[src/rtl/culsans_sram_arb_pkg.sv]
// Shared types for the main-SRAM arbiter: request payload, response tag, lock FSM state.
// Struct widths are the maxima supported by the arbiter (AddrWidth/DataWidth must not exceed them).
package culsans_sram_arb_pkg;

    localparam int unsigned SramAddrWidth = 27;
    localparam int unsigned SramDataWidth = 64;
    localparam int unsigned MaxIdxWidth   = 4;

    typedef struct packed {
        logic                         we;
        logic [SramAddrWidth-1:0]     addr;
        logic [SramDataWidth-1:0]     wdata;
        logic [SramDataWidth/8-1:0]   be;
    } sram_req_t;

    typedef struct packed {
        logic                   valid;
        logic [MaxIdxWidth-1:0] idx;
    } rsp_tag_t;

    typedef enum logic {
        IDLE,
        LOCKED
    } arb_state_e;

    function automatic int unsigned idx_width(input int unsigned n);
        return (n > 1) ? $clog2(n) : 1;
    endfunction

endpackage

[src/rtl/culsans_rr_arbiter.sv]
// Round-robin priority picker: first set request at or above ptr, wrapping, as a one-hot grant.
module culsans_rr_arbiter #(
    parameter int unsigned N    = 4,
    parameter int unsigned IdxW = 2
) (
    input  logic [N-1:0]    req,
    input  logic [IdxW-1:0] ptr,
    output logic [N-1:0]    gnt
);

    int               j;
    logic             found;
    logic [IdxW-1:0]  jj;

    always_comb begin
        gnt   = '0;
        found = 1'b0;
        j     = 0;
        jj    = '0;
        for (int i = 0; i < int'(N); i++) begin
            j = int'(ptr) + i;
            if (j >= int'(N)) j = j - int'(N);
            jj = IdxW'(j);
            if (!found && req[jj]) begin
                gnt[jj] = 1'b1;
                found   = 1'b1;
            end
        end
    end

endmodule

[src/rtl/culsans_sram_arbiter.sv]
// Shares the single-port main SRAM between NumReq requesters, routing responses back by index.
// Define CULSANS_SRAM_ARB_LOCK_EN to let a requester hold the SRAM for RMW sequences.
module culsans_sram_arbiter
    import culsans_sram_arb_pkg::*;
#(
    parameter int unsigned NumReq        = 4,
    parameter int unsigned AddrWidth     = SramAddrWidth,
    parameter int unsigned DataWidth     = SramDataWidth,
    parameter int unsigned Latency       = 1,
    parameter int unsigned MaxLockCycles = 16
) (
    input  logic                          clk_i,
    input  logic                          rst,
    input  logic [NumReq-1:0]             req_i,
    input  logic [NumReq-1:0]             we_i,
    input  logic [NumReq*AddrWidth-1:0]   addr_i,
    input  logic [NumReq*DataWidth-1:0]   wdata_i,
    input  logic [NumReq*DataWidth/8-1:0] be_i,
    input  logic [NumReq-1:0]             lock_i,
    output logic [NumReq-1:0]             gnt_o,
    output logic [NumReq-1:0]             rvalid_o,
    output logic [DataWidth-1:0]          rdata_o,
    output logic                          sram_req_o,
    output logic                          sram_we_o,
    output logic [AddrWidth-1:0]          sram_addr_o,
    output logic [DataWidth-1:0]          sram_wdata_o,
    output logic [DataWidth/8-1:0]        sram_be_o,
    input  logic [DataWidth-1:0]          sram_rdata_i
);

    localparam int unsigned IdxW = idx_width(NumReq);
    localparam int unsigned BeW  = DataWidth / 8;

    logic [IdxW-1:0]   rr_ptr;
    logic [NumReq-1:0] req_arb;
    logic [NumReq-1:0] arb_gnt;
    logic [IdxW-1:0]   widx;
    logic              any_gnt;
    sram_req_t         win;
    rsp_tag_t          rsp_p [Latency];

    culsans_rr_arbiter #(
        .N    (NumReq),
        .IdxW (IdxW)
    ) u_rr (
        .req (req_arb),
        .ptr (rr_ptr),
        .gnt (arb_gnt)
    );

    assign gnt_o   = rst ? arb_gnt : '0;
    assign any_gnt = |gnt_o;

    always_comb begin
        widx = '0;
        win  = '0;
        for (int i = 0; i < int'(NumReq); i++) begin
            if (gnt_o[i]) begin
                widx      = IdxW'(i);
                win.we    = we_i[i];
                win.addr  = SramAddrWidth'(addr_i[i*AddrWidth +: AddrWidth]);
                win.wdata = SramDataWidth'(wdata_i[i*DataWidth +: DataWidth]);
                win.be    = (SramDataWidth/8)'(be_i[i*BeW +: BeW]);
            end
        end
    end

    assign sram_req_o   = any_gnt;
    assign sram_we_o    = win.we;
    assign sram_addr_o  = win.addr[AddrWidth-1:0];
    assign sram_wdata_o = win.wdata[DataWidth-1:0];
    assign sram_be_o    = win.be[BeW-1:0];

    // Pointer moves just past the winner, so the winner has lowest priority next cycle.
    always_ff @(posedge clk_i or negedge rst) begin
        if (!rst) begin
            rr_ptr <= '0;
        end else if (any_gnt) begin
            rr_ptr <= (widx == IdxW'(NumReq - 1)) ? '0 : widx + 1'b1;
        end
    end

`ifdef CULSANS_SRAM_ARB_LOCK_EN
    localparam int unsigned CntW = idx_width(MaxLockCycles + 1);

    arb_state_e      state_q, state_d;
    logic [IdxW-1:0] owner_q, owner_d;
    logic [CntW-1:0] count_q, count_d;

    assign req_arb = (state_q == LOCKED) ? (req_i & (NumReq'(1) << owner_q)) : req_i;

    always_ff @(posedge clk_i or negedge rst) begin
        if (!rst) begin
            state_q <= IDLE;
            owner_q <= '0;
            count_q <= '0;
        end else begin
            state_q <= state_d;
            owner_q <= owner_d;
            count_q <= count_d;
        end
    end

    // Releasing on the count limit relies on rr_ptr already pointing past the owner.
    always_comb begin
        state_d = state_q;
        owner_d = owner_q;
        count_d = count_q;
        unique case (state_q)
            IDLE: begin
                if (any_gnt && lock_i[widx] && (MaxLockCycles > 1)) begin
                    state_d = LOCKED;
                    owner_d = widx;
                    count_d = CntW'(1);
                end
            end
            LOCKED: begin
                if (!lock_i[owner_q]) begin
                    state_d = IDLE;
                    count_d = '0;
                end else if (any_gnt) begin
                    if (count_q == CntW'(MaxLockCycles - 1)) begin
                        state_d = IDLE;
                        count_d = '0;
                    end else begin
                        count_d = count_q + 1'b1;
                    end
                end
            end
            default: state_d = IDLE;
        endcase
    end
`else
    localparam int unsigned unused_max_lock = MaxLockCycles;
    logic unused_lock;

    assign unused_lock = ^lock_i;
    assign req_arb     = req_i;
`endif

    // Response stage boundary: tag travels Latency cycles alongside the SRAM read.
    always_ff @(posedge clk_i or negedge rst) begin
        if (!rst) begin
            for (int i = 0; i < int'(Latency); i++) rsp_p[i] <= '0;
        end else begin
            rsp_p[0] <= '{valid: any_gnt, idx: MaxIdxWidth'(widx)};
            for (int i = 1; i < int'(Latency); i++) rsp_p[i] <= rsp_p[i-1];
        end
    end

    assign rvalid_o = rsp_p[Latency-1].valid ? (NumReq'(1) << rsp_p[Latency-1].idx) : '0;
    assign rdata_o  = sram_rdata_i;

`ifndef SYNTHESIS
    always @(posedge clk_i) begin
        if (rst) begin
            assert ($onehot0(gnt_o));
            assert ($onehot0(rvalid_o));
            assert ((gnt_o & ~req_i) == '0);
        end
    end
`endif

endmodule
[config.mk]
export PLATFORM = sky130hd
export DESIGN_NAME = culsans_sram_arbiter
export DESIGN_NICKNAME = d
export VERILOG_FILES = /design/src/rtl/culsans_sram_arb_pkg.sv /design/src/rtl/culsans_rr_arbiter.sv /design/src/rtl/culsans_sram_arbiter.sv
export SDC_FILE = /design/constraint.sdc
export NUM_CORES = 1
export LEC_CHECK = 0
export ABC_AREA = 1
export CAP_MARGIN = 0
export CORE_AREA = 5 5 245 247
export DETAILED_ROUTE_END_ITERATION = 10
export DIE_AREA = 0 0 250 252
export PLACE_DENSITY = 0.4
export SYNTH_ARGS = -nofsm -noshare
export SYNTH_HDL_FRONTEND = slang
export SYNTH_SLANG_ARGS = --single-unit
export TNS_END_PERCENT = 1
[constraint.sdc]
create_clock -name clk_i -period 3.4 [get_ports clk_i]
set_input_delay 0.68 -clock clk_i [delete_from_list [all_inputs] [get_ports clk_i]]
set_output_delay 0.68 -clock clk_i [all_outputs]
set_load 0.02 [all_outputs]
==> run metrics, run 1 <==
Startpoint Class=flip-flop; DIE AREA=between 0.06 and 0.07 mm^2; vias in the first global route=~11,000; Lkg Pwr=around 7.0 nW; Fin. Hold Viols=0; Vias/cell=between 3 and 4; CTS tree=yes; gpl congestion=0.8683; sequential cell area fraction in the yosys report=a little under 2%; Area Overhead vs Synth=105.0%; worst hold slack=approximately 0.30 ns; vias=roughly 10,000; Arr. time, crit path=2.67 ns; Port Buffers=a little over 500; synth unique cells=23; Initial DRC Count=416; GRT Resource Usage Total=a little over an eighth; pre-CTS WS=-0.7368 ns; CP Max Fanout=9; Tmin final=roughly 3.4 ns; Reg clk slew, reported paths=about 0.030 ns; status=finished clean; synthesized area=roughly 0.0065 mm^2; I/O pins=roughly 650; Setup crit end kind=output pin; Routed Antenna Nets=0; Nets=between 2,000 and 2,500; reg2reg path depth=18; Cell Pwr Density=1086 mW/mm^2; die height=252 um; Required @ worst endpoint=between 2 and 3 ns; Reg2Reg Setup Slack=between 0.8 and 0.9 ns; final period utilization=a little over nine tenths; Seq cells post-synth=5; Core ar.=between 0.05 and 0.06 mm^2; DRC=0; Rows=88; Post-Route WL=around 50,000 um; Worst Max-Slew Pin Slew=0.3632 ns; H-tree levels=1; Max rail drop VDD=~500 uV; clock latency on the worst-skew pair=approximately 0.23 ns; largest net degree at the start of global routing=70; post-place instance area=0.01253 mm^2; Max-Cap Viols=0; Syn Nets=1,870; Slew Limit Fails=0; Worst slew margin=75.79%; Initial Util=a little under an eighth; # setup viols final=0; Final Cell Area=~0.013 mm^2; global route overflow=0; Avg WL per Cell=roughly 19 um; Avg Cell Area, Syn=roughly 4.7 um^2; Final Util=roughly 23%; Fin Clk Skew=0.0009190 ns; CTS root buf=clkbuf_16; RSZ-0062 raised after global routing=yes; synthesized netlist cell count=about 1,400; Crit Path Class=reg2out; hpwl dp=36,640 um; total CTS buffers=3; initial antenna violation count=8; synth warn=0; DRT Pass-1 Iters=5; Min-Delay Path Class=in2async; Die Wd=around 250 um; Yosys top cell area share=between 20 and 30%; clock tree buffer depth=2; Clock Sink Count=5; max frequency=around 300 MHz; top cells by area, synth=nand2_1 25%, nand3_1 25%, inv_1 12%, buf_4 10%, o21ai_1 7.8%; Final WS setup=around 0.046 ns; top cell type by total area after synthesis=nand2_1; first-pass GRT wire length=67,690 um; share of layout cells above drive strength 1=between 10% and 20%
[worst max-delay path: stages (launching register included)]
cell and delay [ns]:
dfrtp_1 0.39, inv_2 0.09, ha_4 0.22, inv_2 0.08, nand3_2 0.09, nand2_2 0.12
nand2_4 0.08, nor2_4 0.16, nand2_2 0.09, nand3b_4 0.09, buf_12 0.16, nand2_8 0.13
buf_12 0.17, clkbuf_16 0.17, nand2_1 0.07, o21ai_1 0.08, nand2_1 0.08, buf_4 0.14
[cell usage after synthesis]
cell / instances
nand2_1: 438
nand3_1: 320
inv_1: 214
nor2_1: 103
o21ai_1: 101
buf_4: 86
buf_2: 51
clkbuf_1: 27
buf_6: 8
ha_1: 8
dfrtp_1: 5
inv_2: 4
nand2_2: 4
nor3_1: 4
buf_1: 3
nand2_4: 3
nand3_4: 2
nor2_4: 2
a31oi_1: 1
inv_4: 1
nand3b_1: 1
nand3b_4: 1
nor2_2: 1
[registers in the layout, summed over array words and instances, names as in the netlist]
register  flops
rsp_p         3
rr_ptr        2
[power by group]
| group | total, W | internal [W] | switching, W |
|---|---|---|---|
| clock | 0.000197 | 0.000156 | 0.0000416 |
| combinational | 0.0141 | 0.00592 | 0.00817 |
| sequential | 0.000110 | 0.0000908 | 0.0000191 |
| total | 0.0144 | 0.00617 | 0.00823 |
[metrics by stage]
stage | cells | TNS (ns) | power (W)
finish | 2620 | 0 | 0.01439
global route | 2618 | -2.067 | 0.01561
CTS | 2605 | -1.104 | 0.01353
detailed placement | 2586 | -59.96 | 0.01293
global placement | 2586 | -60.96 | 0.01297
floorplan | 1388 | 0 | 0.007040
[layer usage]
| layer | GRT usage (%) | vias to the layer above | share of wire [%] |
|---|---|---|---|
| met3 | 4.371 | 62 | 8.6 |
| li1 | - | 5160 | - |
| met1 | 15.61 | 4768 | 40 |
| met2 | 25.46 | 467 | 50 |
| met5 | 0 | - | 0.070 |
| met4 | 2.557 | 6 | 2.0 |
[final cells by class]
cell class,count,area (um^2)
inverter,219,827.0
timing repair buffer,636,6529
antenna,2,5.005
multi-input combinational,989,4733
tap,765,957.2
fill,6708,44110
sequential,5,125.1
clock buffer,4,78.83
[placed cells by master (no fill, tap or decap), drive strengths merged, types with 4 or more instances in the layout]
cell,instances
buf,206
clkbuf,17
clkdlybuf4s15,9
clkdlybuf4s50,405
dfrtp,5
ha,8
inv,219
nand2,445
nand3,322
nor2,106
nor3,4
o21ai,101
[logic make-up (layout without fill, tap and decap cells)]
family | Yosys count | after routing | share of synthesized area (%)
AO/OA/AOI/OAI | 102 | 102 | 7.913
flip-flops | 5 | 5 | 1.935
buffers and inverters | 394 | 859 | 29.81
AND/OR/NAND/NOR | 879 | 879 | 58.79
other | 0 | 2 | 0
adder cells (fa/ha/maj) | 8 | 8 | 1.548
[repair_timing]
item / in CTS / in global routing
buffers inserted: 9 / 7
cloned: 6 / 8
endpoints found under the setup margin: 105 / 104
pin swaps: 6 / 30
gates resized for setup: 422 / 162
hold endpoints to repair: 0 / 0
hold buffers: 0 / 0
[path summary, 6_finish.rpt]
check	end	start
max	sram_wdata_o[34]	rr_ptr[1]$_DFFE_PN0P_
max reg2reg	rr_ptr[0]$_DFFE_PN0P_	rr_ptr[1]$_DFFE_PN0P_
min	rr_ptr[1]$_DFFE_PN0P_	rst
min reg2reg	rr_ptr[1]$_DFFE_PN0P_	rr_ptr[1]$_DFFE_PN0P_
min in group clk_i	rr_ptr[1]$_DFFE_PN0P_	rr_ptr[1]$_DFFE_PN0P_
max in group asynchronous	rr_ptr[0]$_DFFE_PN0P_	rst
(Power assumes the default switching activity.)
==> run 2, diff against run 1 <==
CAP_MARGIN = unset   (was 0)
CORE_AREA = 5 5 250 252   (was 5 5 245 247)
DIE_AREA = 0 0 255 257   (was 0 0 250 252)
GPL_TIMING_DRIVEN = 1   (was unset)
clock period = 2.9 ns   (was 3.4 ns; I/O delays follow)
==> run metrics, run 2 (synthesized netlist as in run 1, its figures left out) <==
status=complete, but fails checks; failing checks=setup timing; Routed Antenna Nets=0 (unchanged); Area Overhead vs Synth=106.2%; I/O pins=647 (unchanged); Required @ worst endpoint=2.32 ns (-0.40 ns); vias in the first global route=11,012 (+1.6%); CP Cell Sequence=inv_4 -> ha_4 -> inv_4 -> nand3_2 -> nand2_2 -> nand2_4 -> nor2_4 -> nand2_2 -> nand3b_4 -> buf_12 -> nand2_8 -> buf_12 -> buf_16 -> buf_6 -> nand2_2 -> o21ai_2 -> buf_6 -> nand2_4 -> buf_6; Cell Pwr Density=1236 mW/mm^2 (+14%); total CTS buffers=3 (unchanged); max reg flops=3 (unchanged); Initial DRC Count=501 (+20%); Rows=90 (+2.3%); vias=10,557 (+0.90%); # setup viols final=102 (+102); die height=257 um (+2.0%); Clock Sink Count=5 (unchanged); Core ar.=0.05991 mm^2 (+4.4%); Setup crit end kind=output pin; gpl congestion=0.8490 (-2.2%); metal2 WL=22,960 um (-5.5%); Vias/cell=3.964 (-0.73%); CP Max Fanout=8 (-1); H-tree levels=1 (unchanged); CP top delay family=buffers and inverters; worst hold slack=0.3891 ns (+0.08698 ns); clock tree buffer depth=2 (unchanged); Arr. time, crit path=2.64 ns (-0.03 ns); most frequent cells in the layout=420 x nand2_1, 404 x clkdlybuf4s50_1, 305 x nand3_1; Avg WL per Cell=17.85 um (-4.4%); largest net degree at the start of global routing=49 (-30%); Startpoint Class=flip-flop; Clock power frac=1.4% (about the same); initial antenna violation count=4 (-4); switch share=57.35% (+0.19 points); WP buf/inv=8 (+2); Internal Pwr Total=0.007031 W (+14%); Reg power frac=0.8% (about the same); RSZ-0062 raised after global routing=yes; DRT Pass-1 Iters=5 (unchanged); final period utilization=111.1%; Reg2Reg Setup Slack=0.46 ns (-0.38 ns); Nets=2,362 (+1.1%); most common cell after layout, fill and taps aside=nand2_1; Final WS setup=-0.3229 ns (-0.3686 ns); reg2reg path depth=17 (-1); Max-Cap Viols=0 (unchanged); worst reg2reg path startpoint=rr_ptr[0]$_DFFE_PN0P_; setup TNS=-20.36 ns (-20.36 ns); Port Buffers=514 (unchanged); Crit Path Class=reg2out; Worst slew margin=80.74% (+4.9 points); top flop regs=rsp_p x3, rr_ptr x2; clock latency on the worst-skew pair=0.23 ns (about the same); DIE AREA=0.06554 mm^2 (+4.0%); register area=125.1 um^2 (unchanged); Post-Route WL=47,530 um (-2.8%); Net Sw Power=0.009455 W (+15%); share of layout cells above drive strength 1=18.41% (+1.0 points); CTS tree=yes; RR Endpoint=rr_ptr[0]$_DFFE_PN0P_; origin of the worst setup path=rr_ptr[0]$_DFFE_PN0P_; first-pass GRT wire length=68,730 um (+1.5%); Max rail drop VDD=674.5 uV (+35%); max frequency=approximately 310 MHz; Initial Util=10.80% (-0.48 points); Worst Max-Slew Pin Slew=0.2890 ns (-0.07420 ns); Lkg Pwr=7.098 nW (+1.6%); Min-Delay Path Class=in2async; slowest stage delay, CP=0.41 ns (+0.02 ns); hpwl dp=36,530 um (-0.32%); part of the power in combinational logic=97.8% (about the same); Multi-input gate area=0.004736 mm^2 (about the same); CTS root buf=clkbuf_16; DRC=0 (unchanged); Reg clk slew, reported paths=0.03 ns (about the same); GRT Resource Usage Total=13.47% (-0.27 points); most flop-heavy register=rsp_p; Metal-1 WL=19,080 um (-1.6%); Die Wd=255 um (+2.0%); Crit-path slowest cell=dfrtp_1; Slew Limit Fails=0 (unchanged); max layer used=met5; met3 wire length=4142 um (-1.9%); Fin. Hold Viols=0 (unchanged); global route overflow=0 (unchanged); Fin Clk Skew=0.0008334 ns (-0.00008558 ns); Tmin final=~3.2 ns; Fill cells=6,902 (+2.9%)
[run 2: changes by cell type in the layout (fill, tap and decap cells not counted), moves of 5 or more]
cell	delta
buf_4	+18
nand2_2	-6
buf_6	-15
nor2_2	-5
clkbuf_16	-6
buf_2	+36
nor2_1	+6
nand3_2	+6
nand3_1	-5
clkbuf_2	-7
buf_16	+8
[run 2: per-stage QoR]
stage / instances / area (um^2) / setup slack [ns] / utilization [%] / power (W)
2_1_floorplan: 1388 / 6467 / 0.06970 / - / 0.008254
3_3_place_gp: 2623 / 12670 / -1.048 / 21.16 / 0.01519
3_5_place_dp: 2623 / 12670 / -1.035 / 21.16 / 0.01512
4_1_cts: 2660 / 13260 / -0.3278 / 22.14 / 0.01660
5_1_grt: 2661 / 13330 / -0.4797 / 22.26 / 0.01795
6_report: 2663 / 13340 / -0.3229 / 22.27 / 0.01649
[run 2: worst max-delay path by stage]
stage	to	cells after the start
final	sram_wdata_o[12]	19
after global routing	sram_wdata_o[12]	18
after CTS	sram_wdata_o[12]	19
after detailed placement	sram_wdata_o[63]	15
after global placement	sram_wdata_o[63]	15
after floorplan	sram_addr_o[19]	15
[run 2: what timing repair did]
item / in CTS / in global routing
endpoints found under the setup margin: 105 / 105
gates cloned: 11 / 0
pin swaps: 32 / 11
hold buffers: 0 / 0
resized for setup: 526 / 37
buffers inserted: 22 / 1
[run 2: per-layer routing]
layer / vias to the layer above / global-route usage [%]
li1: 5206 / -
met1: 4781 / 16.28
met2: 502 / 23.91
met3: 66 / 3.292
met4: 2 / 3.264
met5: - / 0
[run 2: layout make-up]
class | instances | area share (%)
well taps | 782 | 7.335
multi-input cells | 989 | 35.50
clock buffers | 4 | 0.5909
flip-flops and latches | 5 | 0.9380
inverters | 219 | 6.219
diodes | 2 | 0.03752
repair buffers | 662 | 49.38
[run 2: power groups by stage]
stage / clock network (W) / registers (W) / logic, W
6_report: 0.000228 / 0.000129 / 0.0161
3_5_place_dp: 0 / 0.000128 / 0.0150
5_1_grt: 0.000239 / 0.000133 / 0.0176
2_1_floorplan: 0 / 0.000141 / 0.00811
4_1_cts: 0.000230 / 0.000129 / 0.0162
3_3_place_gp: 0 / 0.000129 / 0.0151
